## config.mk

```make
export PLATFORM = sky130hd
export DESIGN_NAME = alu_cmd_sequencer
export DESIGN_NICKNAME = d
export VERILOG_FILES = /design/src/rtl/alu_cmd_sequencer.sv
export SDC_FILE = /design/constraint.sdc
export NUM_CORES = 1
export LEC_CHECK = 0
export BUFFER_PORTS_ARGS = -buffer_cell sky130_fd_sc_hd__buf_2
export CORE_ASPECT_RATIO = 1.5
export CORE_UTILIZATION = 44
export DETAILED_ROUTE_END_ITERATION = 10
export PLACE_DENSITY = 0.67
export SLEW_MARGIN = 20
export SYNTH_ARGS = -nofsm -noshare
export SYNTH_HDL_FRONTEND = slang
export SYNTH_SLANG_ARGS = --single-unit
```

## constraint.sdc

```tcl
create_clock -name clk_i -period 2.13 [get_ports clk_i]
set_input_delay 0.5325 -clock clk_i [delete_from_list [all_inputs] [get_ports clk_i]]
set_output_delay 0.5325 -clock clk_i [all_outputs]
set_load 0.005 [all_outputs]
```

## src/rtl/alu_cmd_sequencer.sv

```systemverilog
// alu_cmd_sequencer: buffers ALU commands in a small FIFO, issues them
// one at a time to the ALU and returns results (or timeouts) in order.
//
// Ports:
//   clk_i, reset_i          clock, synchronous active-high reset
//   cmd_valid_i/ready_o     command handshake, carries cmd_a/b/opcode_i
//   alu_a/b/opcode_o        operands to ALU, held stable while in flight
//   alu_start_o             one-cycle issue pulse
//   alu_result_i/done_i     registered ALU result and completion strobe
//   rsp_valid_o/ready_i     response handshake
//   rsp_result/opcode/error response payload (result 0 on timeout)
//   busy_o                  command in flight or queued

module alu_cmd_sequencer #(
  parameter int INPUT_DATA_BITS = 8,
  parameter int OPCODE_BITS     = 3,
  parameter int FIFO_DEPTH      = 4,
  parameter int TIMEOUT_CYCLES  = 16
) (
  input  logic                         clk_i,
  input  logic                         reset_i,
  input  logic                         cmd_valid_i,
  output logic                         cmd_ready_o,
  input  logic [INPUT_DATA_BITS-1:0]   cmd_a_i,
  input  logic [INPUT_DATA_BITS-1:0]   cmd_b_i,
  input  logic [OPCODE_BITS-1:0]       cmd_opcode_i,
  output logic [INPUT_DATA_BITS-1:0]   alu_a_o,
  output logic [INPUT_DATA_BITS-1:0]   alu_b_o,
  output logic [OPCODE_BITS-1:0]       alu_opcode_o,
  output logic                         alu_start_o,
  input  logic [2*INPUT_DATA_BITS-1:0] alu_result_i,
  input  logic                         alu_done_i,
  output logic                         rsp_valid_o,
  input  logic                         rsp_ready_i,
  output logic [2*INPUT_DATA_BITS-1:0] rsp_result_o,
  output logic [OPCODE_BITS-1:0]       rsp_opcode_o,
  output logic                         rsp_error_o,
  output logic                         busy_o
);

  localparam int IDB   = INPUT_DATA_BITS;
  localparam int OPB   = OPCODE_BITS;
  localparam int RW    = 2 * INPUT_DATA_BITS;
  localparam int PTR_W = $clog2(FIFO_DEPTH);
  localparam int CNT_W = $clog2(FIFO_DEPTH + 1);
  localparam int TMO_W = $clog2(TIMEOUT_CYCLES + 1);

  localparam logic [CNT_W-1:0] FULL_CNT = CNT_W'(FIFO_DEPTH);
  localparam logic [TMO_W-1:0] TMO_MAX  = TMO_W'(TIMEOUT_CYCLES);

  typedef struct packed {
    logic [IDB-1:0] a;
    logic [IDB-1:0] b;
    logic [OPB-1:0] op;
  } cmd_t;

  typedef enum logic [1:0] {
    IDLE  = 2'd0,
    ISSUE = 2'd1,
    WAIT  = 2'd2,
    RESP  = 2'd3
  } state_t;

  // ------------------------------------------------------------
  // Command FIFO
  // ------------------------------------------------------------
  cmd_t             fifo_mem [FIFO_DEPTH];
  logic [PTR_W-1:0] wr_ptr_q;
  logic [PTR_W-1:0] rd_ptr_q;
  logic [CNT_W-1:0] count_q;
  logic             push;
  logic             pop;
  logic             fifo_empty;
  cmd_t             push_cmd;
  cmd_t             head_cmd;

  state_t state_q;
  state_t state_d;

  assign fifo_empty  = (count_q == '0);
  assign cmd_ready_o = (count_q != FULL_CNT);
  assign push        = cmd_valid_i && cmd_ready_o;
  // Only IDLE drains the FIFO, so at most one command is ever in flight.
  assign pop         = (state_q == IDLE) && !fifo_empty;

  assign push_cmd.a  = cmd_a_i;
  assign push_cmd.b  = cmd_b_i;
  assign push_cmd.op = cmd_opcode_i;
  assign head_cmd    = fifo_mem[rd_ptr_q];

  // Storage needs no reset; occupancy is tracked by the count.
  always_ff @(posedge clk_i) begin
    if (push) begin
      fifo_mem[wr_ptr_q] <= push_cmd;
    end
  end

  // Power-of-two depth lets the pointers wrap by plain overflow.
  always_ff @(posedge clk_i) begin
    if (reset_i) begin
      wr_ptr_q <= '0;
      rd_ptr_q <= '0;
      count_q  <= '0;
    end else begin
      if (push) begin
        wr_ptr_q <= wr_ptr_q + 1'b1;
      end
      if (pop) begin
        rd_ptr_q <= rd_ptr_q + 1'b1;
      end
      unique case ({push, pop})
        2'b10:   count_q <= count_q + 1'b1;
        2'b01:   count_q <= count_q - 1'b1;
        default: count_q <= count_q;
      endcase
    end
  end

  // ------------------------------------------------------------
  // Issue / wait / respond FSM
  // ------------------------------------------------------------
  logic [IDB-1:0]   alu_a_q;
  logic [IDB-1:0]   alu_a_d;
  logic [IDB-1:0]   alu_b_q;
  logic [IDB-1:0]   alu_b_d;
  logic [OPB-1:0]   alu_op_q;
  logic [OPB-1:0]   alu_op_d;
  logic [TMO_W-1:0] tmo_q;
  logic [TMO_W-1:0] tmo_d;
  logic [RW-1:0]    rsp_res_q;
  logic [RW-1:0]    rsp_res_d;
  logic [OPB-1:0]   rsp_op_q;
  logic [OPB-1:0]   rsp_op_d;
  logic             rsp_err_q;
  logic             rsp_err_d;

  always_ff @(posedge clk_i) begin
    if (reset_i) begin
      state_q   <= IDLE;
      alu_a_q   <= '0;
      alu_b_q   <= '0;
      alu_op_q  <= '0;
      tmo_q     <= '0;
      rsp_res_q <= '0;
      rsp_op_q  <= '0;
      rsp_err_q <= 1'b0;
    end else begin
      state_q   <= state_d;
      alu_a_q   <= alu_a_d;
      alu_b_q   <= alu_b_d;
      alu_op_q  <= alu_op_d;
      tmo_q     <= tmo_d;
      rsp_res_q <= rsp_res_d;
      rsp_op_q  <= rsp_op_d;
      rsp_err_q <= rsp_err_d;
    end
  end

  always_comb begin
    state_d   = state_q;
    alu_a_d   = alu_a_q;
    alu_b_d   = alu_b_q;
    alu_op_d  = alu_op_q;
    tmo_d     = tmo_q;
    rsp_res_d = rsp_res_q;
    rsp_op_d  = rsp_op_q;
    rsp_err_d = rsp_err_q;

    unique case (state_q)
      IDLE: begin
        if (pop) begin
          alu_a_d  = head_cmd.a;
          alu_b_d  = head_cmd.b;
          alu_op_d = head_cmd.op;
          state_d  = ISSUE;
        end
      end
      ISSUE: begin
        tmo_d   = TMO_W'(1);
        state_d = WAIT;
      end
      WAIT: begin
        // Done is checked first so a late done still beats the timeout.
        if (alu_done_i) begin
          rsp_res_d = alu_result_i;
          rsp_op_d  = alu_op_q;
          rsp_err_d = 1'b0;
          state_d   = RESP;
        end else if (tmo_q == TMO_MAX) begin
          rsp_res_d = '0;
          rsp_op_d  = alu_op_q;
          rsp_err_d = 1'b1;
          state_d   = RESP;
        end else begin
          tmo_d = tmo_q + 1'b1;
        end
      end
      RESP: begin
        if (rsp_ready_i) begin
          state_d = IDLE;
        end
      end
      default: begin
        state_d = IDLE;
      end
    endcase
  end

  assign alu_a_o      = alu_a_q;
  assign alu_b_o      = alu_b_q;
  assign alu_opcode_o = alu_op_q;
  assign alu_start_o  = (state_q == ISSUE);
  assign rsp_valid_o  = (state_q == RESP);
  assign rsp_result_o = rsp_res_q;
  assign rsp_opcode_o = rsp_op_q;
  assign rsp_error_o  = rsp_err_q;
  assign busy_o       = (state_q != IDLE) || !fifo_empty;

endmodule

```

After elaboration in Yosys (flattened, before gate mapping)
Memories as Yosys holds them, arrays and structs flattened. A register that Yosys moved wholly into a read port is not among the register bits.
Index checks and enable logic that the tools add are counted.
Word-level totals
  flip-flop bits (word level): 34
  latch bits: 0
  RAM bits: 76
  memory bits (read-only): 0
  output and inout port bits: 43
  word-level logic and storage cells: 57
  memories: 1
Cells by class
  add/subtract/negate cells: 5
  multipliers: 0
  divide/modulo/power cells: 0
  magnitude comparators: 0
  equality and inequality tests: 12
  shift-type cells: 0
  multiplexer cells: 17
  bitwise operators: 0
  reductions and logical operators: 14
Memory list
  fifo_mem: words 4, bits a word 19, rd ports 1, clocked after Yosys merged registers in 1, wr ports 1, RTL line 67  | cmd_t fifo_mem [FIFO_DEPTH];
Operators by type and width (number)
  2-to-1 mux 16 bit: 2
  2-to-1 mux 5 bit: 2
  case mux 5 bit (2 select lines): 1
  2-to-1 mux 2 bit: 4
  case mux 2 bit (4 select lines): 1
  nonzero test 2 bit: 4
  equality test 2 bit, second input constant: 3
  2-to-1 mux 3 bit: 2
  != test 2 bit, second input constant: 3
  != test 3 bit, second input constant: 2
  case mux 3 bit (2 select lines): 1
  AND reduction 3 bit: 2
  adder 5 x 1 -> 5 bit, second input constant: 1
  equality test 5 bit, second input constant: 1
  adder 2 x 1 -> 2 bit, second input constant: 2
  equality test 2 x 1 -> 1 bit, second input constant: 2
  2-to-1 mux 1 bit: 4
  AND reduction 2 bit: 2
  adder 3 x 1 -> 3 bit, second input constant: 1
  logical NOT 3 bit: 1
  subtractor 3 x 1 -> 3 bit, second input constant: 1
  logical AND 1 bit: 2
  logical NOT 2 bit: 1
  != test 2 x 1 -> 1 bit, second input constant: 1
  other kinds (2): 2

Longest topological paths before layout
  word-level depth: 5
  depth in mapped cells: 11

Worst setup path after synthesis
No wires, ideal clock.
  path type: flip-flop to flip-flop
  start point: reg state_q[0]
  end point: reg count_q[2]
  arrival time: 2.174 ns
  required time: 2.059 ns
  slack: -0.115 ns
  stages on the path, launching flop included: 12
  buffers on the path: 1
  cell sequence: dfxtp_1 inv_1 ha_1 o31ai_4 inv_2 buf_2 ha_1 inv_1 fa_1 xor2_1 or3_1 a21oi_1
Between the ends
  cells in the longest elaborated chain, start to end: 4
  elaborated cells between the ends (all ways): 6
  classes of those cells: eq/ne: 2; mux: 1; reduce/logical: 3
Ends and longest elaborated chain
  start: declaration: RTL line 77  | state_t state_q;
  start signal: assignment: RTL line 148  | state_q <= state_d;
  logical NOT 2 bit (*): RTL line 84  | assign pop = (state_q == IDLE) && !fifo_empty;
  logical AND 1 bit (*): RTL line 84
  named net pop: RTL line 72  | logic pop;
  equality test 2 x 1 -> 1 bit or equality test 2 bit (tied branches): RTL line 111  | unique case ({push, pop})
  case mux 3 bit (2 select lines) or nonzero test 2 bit (tied branches)
  end signal: assignment: RTL line 112  | 2'b10: count_q <= count_q + 1'b1;
  end signal: assignment: RTL line 113  | 2'b01: count_q <= count_q - 1'b1;
  end signal: assignment: RTL line 114  | default: count_q <= count_q;
  end: declaration: RTL line 70  | logic [CNT_W-1:0] count_q;
Mark *: on every way through the listed nets, which the timed path passes. The rest lies on a longest branch.
A chain may end at the register's enable or synchronous reset.

Worst setup path in the final report
  start point: reg count_q[1]
  end point: reg count_q[2]
Between the ends
  cells in the longest elaborated chain, start to end: 5
  elaborated cells between the ends (all ways): 11
  classes of those cells: add/sub: 2; eq/ne: 3; mux: 1; reduce/logical: 5
Ends and longest elaborated chain
  logical NOT 3 bit: RTL line 80  | assign fifo_empty = (count_q == '0);
  logical NOT 1 bit: RTL line 84
  logical AND 1 bit: RTL line 84
  equality test 2 x 1 -> 1 bit or equality test 2 bit (tied branches): RTL line 111
  case mux 3 bit (2 select lines) or nonzero test 2 bit (tied branches)
Parallel ways exist; a longest one is shown, timed or not.

==> metrics.json <==
{
  "yosys": {
    "synth_flop_cell": "sky130_fd_sc_hd__edfxtp_1",
    "count_of_yosys_warnings_during_synthesis": 0,
    "postSynthAreaPerCell_um2": 14.64,
    "ys_seq_elements": 129,
    "seq_total_area_yosys_pct": 67.15,
    "mappedNetlistNets": 393,
    "synthDistinctLibCells": 43,
    "synth_enable_flop_cells": 76,
    "syn_area_mm2": 0.004979,
    "synthArstFlopShare_pct": 0,
    "synthesis.instances": 340
  },
  "sta": {
    "slew_headroom_pct": 57.56,
    "period_share_pct": 94.62,
    "setup_total_negative_slack_ns": 0,
    "rsz_0062_raised_after_global_routing": "no",
    "tightestPinTransition_ns": 0.6366,
    "timing.final.setup_violations": 0,
    "timing.fmax_mhz": 496.2,
    "final.min_clock_period_ns": 2.015,
    "finClkSkew_ns": 0.007339,
    "hold_violations": 0,
    "final_max_slew_viol_count": 0,
    "worst_hold_slack_ns": 0.3310
  },
  "critical_path": {
    "timing.critical_path.buf_inv": 1,
    "worst-endpoint-required_ns": 2.47,
    "worst-r2r-cell-count": 8,
    "r2r-start": "count_q[1]",
    "critPathLaunchType": "flop",
    "sequence_of_cells_on_the_critical_path": "or3b_4 > nand2_1 > ha_2 > inv_1 > fa_2 > xor2_1 > or3_1 > a21oi_1",
    "worst_setup_end_kind": "flop",
    "worstPathMaxFanout": 2,
    "cp_top_family": "simple AND/OR/NAND/NOR gates",
    "path_class": "reg -> reg",
    "crit-reg2reg-capture": "count_q[2]",
    "critical_path.max_stage_delay_ns": 0.39,
    "setup.reg_to_reg.worst_slack_ns": 0.11,
    "crit_arrival_ns": 2.35,
    "worst_path_max_delay_cell": "sky130_fd_sc_hd__or3b_4"
  },
  "final_layout": {
    "area_delta_synth_final_pct": 25.06,
    "share_of_final_layout_standard_cells_stronger_than_drive_strength_1_pct": 36.53,
    "antenna_cells": 0,
    "finish.utilization_pct": 56.62,
    "fillCellCount": 917,
    "final-seq-area_mm2": 0.003347,
    "final_cells": 596,
    "layout.nets": 489,
    "layout_commonest_cell": "sky130_fd_sc_hd__buf_2",
    "multiInputGateArea_mm2": 0.001519,
    "final_cell_mix": "sky130_fd_sc_hd__buf_2 (82), sky130_fd_sc_hd__edfxtp_1 (76), sky130_fd_sc_hd__dfxtp_1 (50)"
  },
  "pwr": {
    "share_seq_of_total_power_pct": 40.8,
    "post-layout-total-power_mw": 7.802,
    "pwr-share-comb_pct": 23.7,
    "ir_drop_mv": 0.7999,
    "internal-power_mw": 5.598,
    "power.clock.fraction_pct": 35.5,
    "power.density_mw_per_mm2": 1253,
    "netSwitchingFraction_pct": 28.25,
    "total_switching_power_mw": 2.204,
    "power_leakage_nw": 2.385
  },
  "grt": {
    "gr-total-overflow": 0,
    "grt_antenna_before_repair": 0,
    "first_pass_grt_wire_length_um": 14920,
    "number_of_global_route_vias_before_repair": 3048,
    "grt_max_degree": 31,
    "grtUsageTotal_pct": 17.50
  },
  "route": {
    "top_signal_layer_used": "met4",
    "detail_route.iter0.violations": 97,
    "detailed_routed_wire_length_on_met2_um": 5137,
    "drt_wl_total_um": 9465,
    "met3_length_um": 350,
    "dr_total_vias": 3104,
    "drc": 0,
    "final_antenna_net_count": 0,
    "avgViaCountPerCell": 5.208,
    "wirelength_met1_um": 3804,
    "drt_pass1_iterations": 4,
    "route.detailed.wl_per_inst_um": 15.88
  },
  "clocking": {
    "cts_tree": "built",
    "latest_clock_arrival_within_the_worst_skew_pair_ns": 0.41,
    "cts_hold_buf": 0,
    "cts_buffer_depth": 2,
    "cts_post_setup_buffers_inserted": 0,
    "numCtsBuffers": 17,
    "clk_pin_slew_worst_paths_ns": 0.06,
    "h-tree-depth": 4,
    "clock-sinks": 129,
    "clock_root_buffer": "sky130_fd_sc_hd__clkbuf_16"
  },
  "die": {
    "die_h_um": 132.3,
    "floorplan.rows": 47,
    "core_area_mm2": 0.01100,
    "design.die.area_mm2": 0.01175,
    "fp.dieW_um": 88.85,
    "top_level_ports": 83,
    "initial_core_util_pct": 45.27
  },
  "min_path": {
    "hold_path_class": "in -> reg",
    "hp-start": "alu_result_i[8]",
    "timing.hold.worst_endpoint": "rsp_result_o[8]",
    "hold_depth": 2
  },
  "placed_design": {
    "dp_cells": 564,
    "weighted_congestion_reported_at_the_end_of_routability_driven_placement": 0.7563,
    "place.detailed.hpwl_um": 6234,
    "port-buffer-count": 82
  },
  "status": {
    "outcome": "finished clean"
  },
  "run": {
    "max_cap_viol_count": 0
  }
}
-- cell families after synthesis --
group / share of synthesized area, %
DFF: 67.15
adders and majority gates: 3.418
muxes: 9.399
buffers and inverters: 3.041
and+or+nand+nor: 7.917
AOI/OAI and AO/OA: 8.545
xor gates and xnor gates: 0.5279
-- routing by layer --
metal / vias to the layer above / track usage [%]
met5: - / 0
met2: 68 / 30.30
met1: 1540 / 19.58
li1: 1483 / -
met4: 0 / 7.796
met3: 13 / 4.884
-- final cells by class --
type / instances / area share (%)
flip-flops and latches: 129 / 53.76
repair buffers: 97 / 8.601
multi-input cells: 176 / 24.40
well taps: 147 / 2.954
clock inverters: 11 / 1.125
inverters: 15 / 0.9043
clock buffers: 21 / 8.260
-- cell usage after synthesis (all sizes together) (2+ instances only) --
cell    count  area [um^2]
a21o        2        15.01
a311oi      2        17.52
a32o       16        160.2
a21oi      26        133.9
nand2      44        165.2
clkbuf     10        37.54
inv        15        56.31
buf        10        57.56
o21ai       8        43.79
edfxtp     76         2282
mux4       19        427.9
or3         2        12.51
nand4b      2        17.52
ha         12        150.1
or4         4        30.03
nand3       7        35.03
nor2        4        15.01
and3        5        31.28
nand2b      2        12.51
mux2i       4        40.04
dfxtp      53         1061
xor2        2        17.52
-- power by group through the flow --
stage | combinational, mW | sequential [mW] | clock, mW
after CTS | 1.86 | 3.19 | 2.81
after global placement | 1.80 | 3.21 | 0
after detailed placement | 1.84 | 3.24 | 0
after floorplan | 1.19 | 3.25 | 0
final | 1.85 | 3.19 | 2.77
after global routing | 2.06 | 3.23 | 2.92
-- flip-flops by register name, indices dropped and copies added (netlist names) --
signal / cells
alu_opcode_o: 3
rd_ptr_q: 2
rsp_result_o: 16
fifo_mem: 76
alu_a_o: 8
rsp_opcode_o: 3
count_q: 3
tmo_q: 5
alu_b_o: 8
rsp_error_o: 1
state_q: 2
wr_ptr_q: 2
-- worst max-delay path by stage --
stage	start	endpoint	cells past startpoint
global route	count_q[1]	count_q[2]	8
CTS	count_q[1]	count_q[2]	8
floorplan	count_q[2]	count_q[2]	9
detailed placement	count_q[1]	count_q[2]	8
finish	count_q[1]	count_q[2]	8
global placement	count_q[1]	count_q[2]	8
-- through the flow --
stage          setup WS (ns)  instance area [um^2]
2_1_floorplan       0.002106                  5010
3_3_place_gp          0.1133                  5622
3_5_place_dp         0.05487                  5622
4_1_cts              0.03330                  6212
5_1_grt              0.01612                  6226
6_report              0.1147                  6226
-- repair_timing --
| item | in CTS | in global routing |
|---|---|---|
| pin swaps | 0 | 1 |
| endpoints found under the setup margin | 1 | 2 |
| resized for setup | 1 | 3 |
Power figures use the tool's default switching activity.
